[src/rtl/mux_scan_sequencer.sv]
// mux_scan_sequencer
//
// Purpose:
//   Drives the 2-bit select of a 4:1 mux stage and samples its 1-bit output.
//   On a start request it walks the enabled channels in ascending order. For
//   each channel it waits DWELL settle cycles and then samples for one cycle.
//   The results are packed into a 4-bit word, which is then offered downstream
//   with a valid/ready handshake.
//
// Parameters:
//   DWELL    settle cycles per channel before sampling (1..255)
//
// Ports:
//   clk      in   1  clock, rising edge
//   rs       in   1  synchronous active-high reset
//   i_start  in   1  scan request, only honoured in IDLE
//   i_mask   in   4  channel enables, latched when the start is accepted
//   i_mux    in   1  mux output for the channel currently selected by o_con
//   o_con    out  2  mux select (channel index)
//   o_word   out  4  scan result, bit n = sample of channel n (0 if disabled)
//   o_valid  out  1  result available
//   i_ready  in   1  downstream accepts the result (only looked at in DONE)
//   o_busy   out  1  high whenever the sequencer is not idle
module mux_scan_sequencer #(
    parameter int DWELL = 2
) (
    input  logic       clk,
    input  logic       rs,
    input  logic       i_start,
    input  logic [3:0] i_mask,
    input  logic       i_mux,
    output logic [1:0] o_con,
    output logic [3:0] o_word,
    output logic       o_valid,
    input  logic       i_ready,
    output logic       o_busy
);

    localparam logic [1:0] S_IDLE   = 2'd0;
    localparam logic [1:0] S_SETTLE = 2'd1;
    localparam logic [1:0] S_SAMPLE = 2'd2;
    localparam logic [1:0] S_DONE   = 2'd3;

    localparam logic [7:0] DWELL_LAST = 8'(DWELL - 1);

    logic [1:0] r_state;
    logic [1:0] r_con;
    logic [3:0] r_word;
    logic       r_valid;
    logic       r_busy;
    logic [7:0] r_count;
    logic [3:0] r_mask;

    logic [1:0] w_firstCh;
    logic [1:0] w_nextCh;
    logic       w_hasNext;

    // Lowest enabled channel of the incoming mask. For an empty mask the
    // select is left where it is, so this falls back to the current value.
    always_comb begin
        w_firstCh = r_con;
        if (i_mask[0])
            w_firstCh = 2'd0;
        else if (i_mask[1])
            w_firstCh = 2'd1;
        else if (i_mask[2])
            w_firstCh = 2'd2;
        else if (i_mask[3])
            w_firstCh = 2'd3;
    end

    // Next enabled channel strictly above the current one in the latched
    // mask. Disabled channels are skipped here, so they never cost a cycle.
    always_comb begin
        w_hasNext = 1'b0;
        w_nextCh  = r_con;
        case (r_con)
            2'd0: begin
                if (r_mask[1]) begin
                    w_hasNext = 1'b1;
                    w_nextCh  = 2'd1;
                end else if (r_mask[2]) begin
                    w_hasNext = 1'b1;
                    w_nextCh  = 2'd2;
                end else if (r_mask[3]) begin
                    w_hasNext = 1'b1;
                    w_nextCh  = 2'd3;
                end
            end
            2'd1: begin
                if (r_mask[2]) begin
                    w_hasNext = 1'b1;
                    w_nextCh  = 2'd2;
                end else if (r_mask[3]) begin
                    w_hasNext = 1'b1;
                    w_nextCh  = 2'd3;
                end
            end
            2'd2: begin
                if (r_mask[3]) begin
                    w_hasNext = 1'b1;
                    w_nextCh  = 2'd3;
                end
            end
            default: begin
                w_hasNext = 1'b0;
                w_nextCh  = r_con;
            end
        endcase
    end

    // Scan state machine. All outputs are registered here.
    // An empty mask still passes once through SAMPLE. With no enabled
    // channel, nothing is written, and the empty result appears one edge
    // after the start. The write is gated by the latched mask so that this
    // pass cannot disturb the cleared word.
    always_ff @(posedge clk) begin
        if (rs) begin
            r_state <= S_IDLE;
            r_con   <= 2'b00;
            r_word  <= 4'b0000;
            r_valid <= 1'b0;
            r_busy  <= 1'b0;
            r_count <= 8'd0;
            r_mask  <= 4'b0000;
        end else begin
            case (r_state)
                S_IDLE: begin
                    if (i_start) begin
                        r_mask  <= i_mask;
                        r_word  <= 4'b0000;
                        r_busy  <= 1'b1;
                        r_count <= 8'd0;
                        if (|i_mask) begin
                            r_con   <= w_firstCh;
                            r_state <= S_SETTLE;
                        end else begin
                            r_state <= S_SAMPLE;
                        end
                    end
                end
                S_SETTLE: begin
                    r_count <= r_count + 8'd1;
                    if (r_count == DWELL_LAST)
                        r_state <= S_SAMPLE;
                end
                S_SAMPLE: begin
                    if (r_mask[r_con])
                        r_word[r_con] <= i_mux;
                    if (w_hasNext) begin
                        r_con   <= w_nextCh;
                        r_count <= 8'd0;
                        r_state <= S_SETTLE;
                    end else begin
                        r_valid <= 1'b1;
                        r_state <= S_DONE;
                    end
                end
                S_DONE: begin
                    if (i_ready) begin
                        r_valid <= 1'b0;
                        r_busy  <= 1'b0;
                        r_state <= S_IDLE;
                    end
                end
                default: begin
                    r_state <= S_IDLE;
                end
            endcase
        end
    end

    assign o_con   = r_con;
    assign o_word  = r_word;
    assign o_valid = r_valid;
    assign o_busy  = r_busy;

endmodule

[config.mk]
export PLATFORM = sky130hd
export DESIGN_NAME = mux_scan_sequencer
export DESIGN_NICKNAME = d
export VERILOG_FILES = /design/src/rtl/mux_scan_sequencer.sv
export SDC_FILE = /design/constraint.sdc
export NUM_CORES = 1
export LEC_CHECK = 0
export BUFFER_PORTS_ARGS = -buffer_cell sky130_fd_sc_hd__buf_2
export CAP_MARGIN = 5
export CORE_MARGIN = 3
export CORE_UTILIZATION = 45
export CTS_BUF_LIST = sky130_fd_sc_hd__clkbuf_4 sky130_fd_sc_hd__clkbuf_8
export DETAILED_ROUTE_END_ITERATION = 8
export GPL_TIMING_DRIVEN = 1
export PLACE_DENSITY_LB_ADDON = 0.2
export SYNTH_ARGS = -nofsm -noshare
export SYNTH_HDL_FRONTEND = slang
export SYNTH_SLANG_ARGS = --single-unit
[constraint.sdc]
create_clock -name clk -period 2.2 [get_ports clk]
set_clock_uncertainty 0.2 [all_clocks]
set_input_delay 0.22 -clock clk [delete_from_list [all_inputs] [get_ports clk]]
set_output_delay 0.22 -clock clk [all_outputs]
set_load 0.005 [all_outputs]
==> results of run 1 <==
[critical path, stage by stage, from the launching register on]
cell	delay, ns
dfxtp_2	0.41
inv_1	0.09
ha_1	0.33
a211oi_4	0.35
o32a_2	0.23
nor2_4	0.06
a311oi_1	0.29
[power breakdown]
group | internal, W | switching [W] | leakage [nW]
sequential | 0.000423 | 0.0000379 | 0.180
clock | 0.000101 | 0.000134 | 0.0210
combinational | 0.000110 | 0.000141 | 0.402
[timing repair]
item / CTS / global route
gates resized for setup: 0 / 3
setup endpoints to repair: 0 / 10
hold buffers: 5 / 0
hold endpoints to repair: 5 / 0
[path summary, 6_finish.rpt]
path                             end  depth (start not counted)                    from  slack (ns)
max reg2reg  r_count[2]$_SDFFE_PP0P_                          6   o_con[0]$_SDFFE_PP0P_        0.15
max          r_count[2]$_SDFFE_PP0P_                          6   o_con[0]$_SDFFE_PP0P_        0.15
min              o_busy$_SDFFE_PP0P_                          4                 i_ready        0.02
min reg2reg   o_word[2]$_SDFFE_PP0P_                          2  o_word[2]$_SDFFE_PP0P_        0.27
[metrics by stage]
stage | total power, W | instance area [um2] | setup slack, ns
final | 0.0009473 | 1535 | 0.1528
after detailed placement | 0.0007036 | 1439 | 0.08739
after global routing | 0.0009959 | 1535 | 0.01471
after CTS | 0.0009410 | 1525 | 0.05749
after floorplan | 0.0006499 | 1358 | 0.2831
after global placement | 0.0006968 | 1439 | 0.1583
[Yosys cell counts (all sizes together) (2+ instances only)]
library cell / number / share of area, %
clkbuf: 2 / 1.3
a41oi: 2 / 1.3
nand3: 3 / 1.1
a211oi: 3 / 2.0
o311ai: 2 / 1.3
ha: 7 / 6.5
mux2i: 7 / 5.2
buf: 3 / 2.0
o31ai: 2 / 1.1
dfxtp: 22 / 32
a21oi: 11 / 4.1
and3: 4 / 1.8
nand2: 17 / 4.7
nor2: 11 / 3.6
and2b: 3 / 1.7
nand2b: 6 / 2.9
nor3: 3 / 1.1
nor2b: 5 / 2.3
o22ai: 3 / 1.8
o21ai: 6 / 2.2
a311oi: 6 / 3.9
inv: 7 / 1.9
[state kept, by name, indices dropped and copies added, names as in the netlist]
register	flops
o_valid	1
o_con	2
o_busy	1
o_word	4
r_state	2
r_mask	4
r_count	8
[area by class of cell]
type                    instances  share of cell area (%)
multi-input cells             117                   55.58
well taps                      31                   2.526
clock buffers                   4                   2.363
flip-flops and latches         22                   28.85
inverters                       7                   1.711
repair buffers                 22                   8.965
[layer usage]
layer	vias to the layer above	global-route usage (%)	part of all wire, %
met1	550	26.16	48
met4	0	7.430	1.8
met2	42	29.31	44
li1	608	-	-
met3	5	3.191	5.8
met5	-	0	0
[kinds of logic (layout without fill, tap and decap cells)]
| group | count (synthesis) | in the layout | synth area share, % |
|---|---|---|---|
| buf+inv | 12 | 33 | 5.253 |
| mux | 8 | 8 | 6.820 |
| flops | 22 | 22 | 32.44 |
| fa+ha+maj | 7 | 7 | 6.451 |
| compound gates | 43 | 43 | 24.61 |
| simple gates | 59 | 59 | 24.42 |
==> impl_results.md, run 1 <==
- # diodes: 0
- Worst slew pin tran: approximately 0.46 ns
- CP Data Arrival Time: between 2 and 2.5 ns
- Startpoint types: register
- Via count: ~1200
- Post-Route WL: a little over 3 mm
- First-pass GRT wire length: 5.209 mm
- Wire per inst: roughly 15 um
- Clk_lat worst skew: approximately 0.32 ns
- Critical path class: register to register
- Overall global routing resource usage: a little under a fifth
- Number of antenna violations at the first check in global routing: 0
- Crit end category: register
- PortBufs: 16
- Core footprint: approximately 2800 um2
- Starting DRT DRC Count: 58
- # placed instances: a little under 200
- Area Overhead vs Synth: 13.09%
- Nets: around 190
- Fin crit period: 2.047 ns
- CTS tree: done
- CTS Buf Count: 3
- Non-Filler Instances: slightly above 200
- Clock tree buffer depth: 2
- Crit-path max FO: 7
- CTS Root Cell: clkbuf_4
- Fmax: around 490 MHz
- Setup violators final: 0
- Setup tns final: 0 ns
- MaxCap Viol Count: 0
- Seq/Total Area, Yosys: between 30% and 40%
- Multi-input gate area: approximately 850 um2
- Peak supply drop: 0.4372 mV
- Status: finished clean
- Most common cell after layout, fill and taps aside: dfxtp_1
- Hold WC Path Type: input port to register
- Grt total ovfl: 0
- Hold Fails Final Rpt: 0
- Htree depth: 1
- Net Count, Synth: approximately 170
- Slew margin rel.: 68.99%
- Total iterations of the first detailed-routing run: 4
- Vias per std cell: 5.936
- ANT nets after route: 0
- Hold slack: roughly 0.02 ns
- Final Util: about 55%
- Die Ht: 60.93 um
- Most frequent cells in the layout: 20 x dfxtp_1, 17 x nand2_1, 16 x buf_2
- Post-synth EDFFs: 0
- Initial cell density of the core: about 48%
- Synth Warn #: 0
- Critical Path RT: around 2.2 ns
- DRC errors left: 0
- Largest net degree at the start of global routing: 21
- Avg Inst Size Synth: roughly 9 um2
- Gpl congestion: 0.8245
- Final Cycle Share: ~93%
- Die width: 60.93 um
- P per Cell Area: approximately 620 nW/um2
- Cell count after synthesis: roughly 150
- Netlist cell types: 45
- Share of cells above drive strength 1: roughly a fifth
- Seq cells post-synth: 22
- Vias in the first global route: 1139
- LEAKAGE: between 0.6 and 0.7 nW
- Filler Cells Inserted: 255
- Sequential cell area: about 440 um2
- Clk sinks: 22
- Die ar.: 3712 um2
- Row count: 19
- Unrepaired setup endpoints after global routing: false
- Clk slew on worst S/H paths: about 0.13 ns
- Max Slew Vio Count: 0
- Dominant synthesized flop cell: dfxtp_1
- Async SR Flop Fraction: 0%
- IO Count: 17
- Setup bufs post-CTS: 0
- Post-Syn Area: 1358 um2
- DP Wirelength: around 2.2 mm
Note: power is estimated with default switching activity, not from simulation.
==> inputs of run 2 (changes only) <==
Settings changed: CELL_PAD_IN_SITES_DETAIL_PLACEMENT set to 1, CELL_PAD_IN_SITES_GLOBAL_PLACEMENT set to 1, CORE_UTILIZATION 45 to 33.
==> impl_results.md, run 2 (same netlist as run 1, synthesis figures left out) <==
- Status: finished clean
- Crit-path max FO: 7 (unchanged)
- Worst path max stage delay: 0.39 ns (-0.02 ns)
- Vias in the first global route: 1193 (+4.7%)
- IO Count: 17 (unchanged)
- Post-Route WL: 3.585 mm (+16%)
- Grt total ovfl: 0 (unchanged)
- Gpl congestion: 0.7845 (-4.9%)
- Hold Startpoint: i_mask[3]
- Slowest cell on the critical path: a211oi_2
- Critical path class: register to register
- Crit end category: register
- Clock share of power: 26.1% (+1.3 points)
- # diodes: 0 (unchanged)
- Final setup slack of the worst path: 0.1626 ns (+0.009831 ns)
- DP Wirelength: 2.795 mm (+29%)
- CTS Buf Count: 3 (unchanged)
- Hold depth: 3 (-1)
- Final Cycle Share: 92.61% (-0.45 points)
- Reg-to-reg critical path endpoint: r_count[6]$_SDFFE_PP0P_
- Peak supply drop: 0.3895 mV (-11%)
- DRC errors left: 0 (unchanged)
- Starting DRT DRC Count: 41 (-29%)
- Most frequent cells in the layout: 22 x dfxtp_1, 17 x nand2_1, 16 x buf_2
- Nets: 186 (-1.6%)
- Setup violators final: 0 (unchanged)
- WHS Endpoint: r_mask[3]$_SDFFE_PP0P_
- Share of cells above drive strength 1: 19.05% (-0.14 points)
- Flop-to-flop setup slack: 0.16 ns (about the same)
- Worst slew pin tran: 0.4725 ns (+0.007763 ns)
- P per Cell Area: 633.2 nW/um2 (+2.6%)
- Cts hold-fix bufs: 0 (-5)
- CTS tree: done
- Max FFs per register: 8 (unchanged)
- Clk sinks: 22 (unchanged)
- PortBufs: 16 (unchanged)
- Largest net degree at the start of global routing: 21 (unchanged)
- R2R depth: 6 (unchanged)
- Largest Register: r_count
- Area Overhead vs Synth: 11.70%
- Initial cell density of the core: 35.74% (-13 points)
- Hold slack: 0.02360 ns (+0.003288 ns)
- Unrepaired setup endpoints after global routing: false
- Placed cell areas: 1475 um2 (+2.5%)
- Dpl ws: 0.1755 ns (+0.08816 ns)
- Row count: 22 (+3)
- Total iterations of the first detailed-routing run: 6 (+2)
- Clk_lat worst skew: 0.26 ns (-0.06 ns)
- Overall global routing resource usage: 15.20% (-3.7 points)
- Buffers and inverters on the worst path: 1 (unchanged)
- Max Slew Vio Count: 0 (unchanged)
- Die width: 70.14 um (+15%)
- Via count: 1196 (-0.75%)
- Power share of the sequential group: 47.5% (-1.2 points)
- Most common cell after layout, fill and taps aside: dfxtp_1
- Die ar.: 4920 um2 (+33%)
- Internal power: 0.0006504 W (+2.5%)
- FF-to-FF Start: o_con[0]$_SDFFE_PP0P_
- Switching part of the total: 32.27% (-0.75 points)
- Post-CTS Resized: 0 (unchanged)
- Vias per std cell: 5.537 (-6.7%)
- Die Ht: 70.14 um (+15%)
- Number of antenna violations at the first check in global routing: 0 (unchanged)
- Slew margin rel.: 68.47% (-0.52 points)
- MaxCap Viol Count: 0 (unchanged)
- CP Data Arrival Time: 1.99 ns (-0.09 ns)
- Crit-path cells: inv_1 > ha_1 > a211oi_2 > o32a_2 > nor2_4 > a311oi_1
- LEAKAGE: 0.5893 nW (-2.2%)
- CTS Root Cell: clkbuf_8
- Clk slew on worst S/H paths: 0.08 ns (-0.05 ns)
- Core footprint: 3799 um2 (+35%)
- First-pass GRT wire length: 6.003 mm (+15%)
- Setup tns final: 0 ns (unchanged)
- Final Cell Area: 1516 um2 (-1.2%)
- Clock tree buffer depth: 2 (unchanged)
- Wire per inst: 16.60 um (+8.8%)
- Fmax: 490.8 MHz (+0.48%)
- Critical Path RT: 2.15 ns (-0.09 ns)
- Comb power frac: 26.4% (about the same)
- ANT nets after route: 0 (unchanged)
- Startpoint types: register
- Hold Fails Final Rpt: 0 (unchanged)
- CP delay by family, top: compound AO/OA/AOI/OAI gates
- Fin crit period: 2.037 ns (-0.009831 ns)
- Hold WC Path Type: input port to register
- Setup bufs post-CTS: 0 (unchanged)
- Switching power: 0.0003098 W (-0.93%)
- Htree depth: 1 (unchanged)
[run 2: cell type report]
cell class | count | area [um2]
multi-input combinational | 117 | 845.8
tap | 48 | 60.06
fill | 470 | 2282
clock buffer | 3 | 41.29
sequential | 22 | 440.4
timing repair buffer | 19 | 102.6
inverter | 7 | 26.28
[run 2: routing by layer]
metal  global-route usage (%)  vias up  share of wire [%]
met3                    3.453        2                3.0
met2                    25.08       16                 48
met5                        0        -                  0
li1                         -      598                  -
met1                    20.21      580                 48
met4                    3.191        0               0.81
[run 2: how the worst max path moves through the flow]
stage,to,start,depth (start not counted),slack (ns)
CTS,r_count[6]$_SDFFE_PP0P_,o_con[0]$_SDFFE_PP0P_,6,0.14
global placement,r_state[1]$_SDFFE_PP0P_,o_con[0]$_SDFFE_PP0P_,6,0.26
finish,r_count[6]$_SDFFE_PP0P_,o_con[0]$_SDFFE_PP0P_,6,0.16
detailed placement,r_count[6]$_SDFFE_PP0P_,o_con[0]$_SDFFE_PP0P_,6,0.18
global route,r_count[6]$_SDFFE_PP0P_,o_con[0]$_SDFFE_PP0P_,6,0.03
floorplan,r_state[1]$_SDFFE_PP0P_,o_con[0]$_SDFFE_PP0P_,6,0.28
[run 2: stage by stage]
| step | total power (W) | instances | util (%) |
|---|---|---|---|
| floorplan | 0.0006499 | 151 | - |
| global placement | 0.0007099 | 213 | 38.83 |
| detailed placement | 0.0007203 | 213 | 38.83 |
| CTS | 0.0009731 | 216 | 39.92 |
| global route | 0.001021 | 216 | 39.92 |
| finish | 0.0009602 | 216 | 39.92 |
[run 2: power groups by stage]
stage | clock network, W | registers, W | logic [W]
after global routing | 0.000277 | 0.000461 | 0.000284
after floorplan | 0 | 0.000455 | 0.000195
after CTS | 0.000261 | 0.000456 | 0.000256
after global placement | 0 | 0.000465 | 0.000245
after detailed placement | 0 | 0.000466 | 0.000254
final | 0.000251 | 0.000456 | 0.000254
[run 2: worst reg2reg max path: cells and delay by family (launching register included)]
kind                     cells  cell delay, ns
flip-flops                   1            0.33
AO/OA/AOI/OAI                3            0.95
adder cells (fa/ha/maj)      1            0.31
buffers and inverters        1            0.08
AND/OR/NAND/NOR              1            0.06
==> inputs of run 3 (changes only) <==
Clock period 2.2 ns to 1.8 ns, I/O delays scaled along.
==> impl_results.md, run 3 (same netlist as run 1, synthesis figures left out) <==
- Post-Route WL: 3.891 mm (+8.5%)
- LEAKAGE: 0.6823 nW (+16%)
- P per Cell Area: 768.0 nW/um2 (+21%)
- Placed cell areas: 1540 um2 (+4.4%)
- Final Util: 46.41% (+6.5 points)
- Vias per std cell: 5.489 (-0.86%)
- First-pass GRT wire length: 6.486 mm (+8.0%)
- CTS Buf Count: 3 (unchanged)
- CTS tree: done
- CTS Root Cell: clkbuf_8
- Crit-path max FO: 7 (unchanged)
- Fmax: 560.0 MHz (+14%)
- Vias in the first global route: 1350 (+13%)
- Via count: 1268 (+6.0%)
- IO Count: 17 (unchanged)
- Number of antenna violations at the first check in global routing: 0 (unchanged)
- DP Wirelength: 2.849 mm (+1.9%)
- Worst slew pin tran: 0.3958 ns (-0.07664 ns)
- Largest Register: r_count
- Switching power: 0.0004421 W (+43%)
- PortBufs: 16 (unchanged)
- Peak supply drop: 0.4069 mV (+4.5%)
- Critical path class: register to register
- Fin crit period: 1.786 ns (-0.2516 ns)
- Crit-path cells: inv_2 > ha_4 > a211oi_4 > o32a_4 > nor2_4 > a311oi_1
- Overall global routing resource usage: 16.14% (+0.93 points)
- CP delay by family, top: compound AO/OA/AOI/OAI gates
- Clock share of power: 27.3% (+1.2 points)
- Power share of the sequential group: 40.9% (-6.6 points)
- Unrepaired setup endpoints after global routing: true
- Grt total ovfl: 0 (unchanged)
- Final Cycle Share: 99.21% (+6.6 points)
- Internal power: 0.0009118 W (+40%)
- Clock tree buffer depth: 2 (unchanged)
- Status: finished with violations
- Htree depth: 1 (unchanged)
- Die width: 70.14 um (unchanged)
- Area Overhead vs Synth: 29.86%
- Slowest cell on the critical path: a211oi_4
- Switching part of the total: 32.65% (+0.39 points)
- # diodes: 0 (unchanged)
- Core footprint: 3799 um2 (unchanged)
- Total iterations of the first detailed-routing run: 4 (-2)
- Failing checks: negative hold slack
- Worst path max stage delay: 0.36 ns (-0.03 ns)
- Nets: 200 (+7.5%)
- Clk slew on worst S/H paths: 0.09 ns (about the same)
- Buffers and inverters on the worst path: 1 (unchanged)
- Max FFs per register: 8 (unchanged)
- CP Data Arrival Time: 1.76 ns (-0.23 ns)
- Slew margin rel.: 73.58% (+5.1 points)
- Gpl congestion: 0.8614 (+9.8%)
- Die Ht: 70.14 um (unchanged)
- Clk sinks: 22 (unchanged)
- Clk_lat worst skew: 0.26 ns (about the same)
- Total power: 0.001354 W (+41%)
- Initial cell density of the core: 35.74% (unchanged)
- Share of cells above drive strength 1: 36.61% (+18 points)
- Die ar.: 4920 um2 (unchanged)
- Max Slew Vio Count: 0 (unchanged)
- Hold Fails Final Rpt: 1 (+1)
- Final setup slack of the worst path: 0.01423 ns (-0.1484 ns)
- Final Cell Area: 1763 um2 (+16%)
- Startpoint types: register
- Hold slack: -0.00003064 ns (-0.02363 ns)
- Largest net degree at the start of global routing: 18 (-14%)
- Most common cell after layout, fill and taps aside: dfxtp_1
- Starting DRT DRC Count: 36 (-12%)
- Comb power frac: 31.8% (+5.4 points)
- Wire per inst: 16.84 um (+1.5%)
- MaxCap Viol Count: 0 (unchanged)
- Setup violators final: 0 (unchanged)
- DRC errors left: 0 (unchanged)
- ANT nets after route: 0 (unchanged)
- Hold WC Path Type: input port to register
- Row count: 22 (unchanged)
- Dpl ws: -0.1231 ns (-0.2986 ns)
- Critical Path RT: 1.78 ns (-0.37 ns)
- Most frequent cells in the layout: 19 x dfxtp_1, 17 x nand2_1, 16 x buf_2
- Crit end category: register
## run 3: cell count changes in the layout (fill, tap and decap cells not counted), moves of 3 or more
cell | before | now
dfxtp_1 | 22 | 19
ha_4 | 0 | 3
buf_4 | 3 | 15
dfxtp_2 | 0 | 3
ha_1 | 7 | 3
## run 3: timing repair
| action | CTS | global route |
|---|---|---|
| resized for setup | 12 | 15 |
| hold buffers | 2 | 0 |
| setup endpoints to repair | 10 | 14 |
| buffers inserted | 1 | 3 |
| pin swaps | 4 | 9 |
| hold endpoints to repair | 2 | 0 |
## run 3: power by group through the flow
| stage | clock network, W | registers (W) | logic, W |
|---|---|---|---|
| final | 0.000370 | 0.000554 | 0.000431 |
| after CTS | 0.000369 | 0.000552 | 0.000387 |
| after detailed placement | 0 | 0.000561 | 0.000351 |
| after floorplan | 0 | 0.000557 | 0.000241 |
| after global routing | 0.000394 | 0.000560 | 0.000472 |
| after global placement | 0 | 0.000559 | 0.000338 |
## run 3: worst min-delay path: cells and delay by family
family                 cells  cell delay, ns
buffers and inverters      1            0.11
AO/OA/AOI/OAI              1            0.06
AND/OR/NAND/NOR            1            0.08
## run 3: cell type report
type	count	area, um2
fill	452	2036
multi-input combinational	117	964.7
sequential	22	444.2
timing repair buffer	33	212.7
tap	48	60.06
clock buffer	4	55.05
inverter	7	26.28
## run 3: through the flow
step / setup TNS (ns) / std cells
global route: -0.6224 / 231
floorplan: 0 / 151
detailed placement: -0.7400 / 221
finish: 0 / 231
global placement: -0.2087 / 221
CTS: 0 / 228
## run 3: worst paths after layout
check	slack, ns	depth (start not counted)	end	startpoint
setup / recovery	0.01	6	r_count[2]$_SDFFE_PP0P_	o_con[0]$_SDFFE_PP0P_
hold / removal	-0.00003	3	r_mask[1]$_SDFFE_PP0P_	i_mask[1]
setup reg to reg	0.01	6	r_count[2]$_SDFFE_PP0P_	o_con[0]$_SDFFE_PP0P_
hold reg to reg	0.27	2	o_word[1]$_SDFFE_PP0P_	o_word[1]$_SDFFE_PP0P_
## run 3: metal layers
metal | vias up | routed length (um) | GRT usage [%]
met5 | - | 0 | 0
met4 | 0 | 34 | 2.340
met3 | 4 | 129 | 2.590
met2 | 26 | 1880 | 28.33
met1 | 614 | 1847 | 21.11
li1 | 624 | - | -
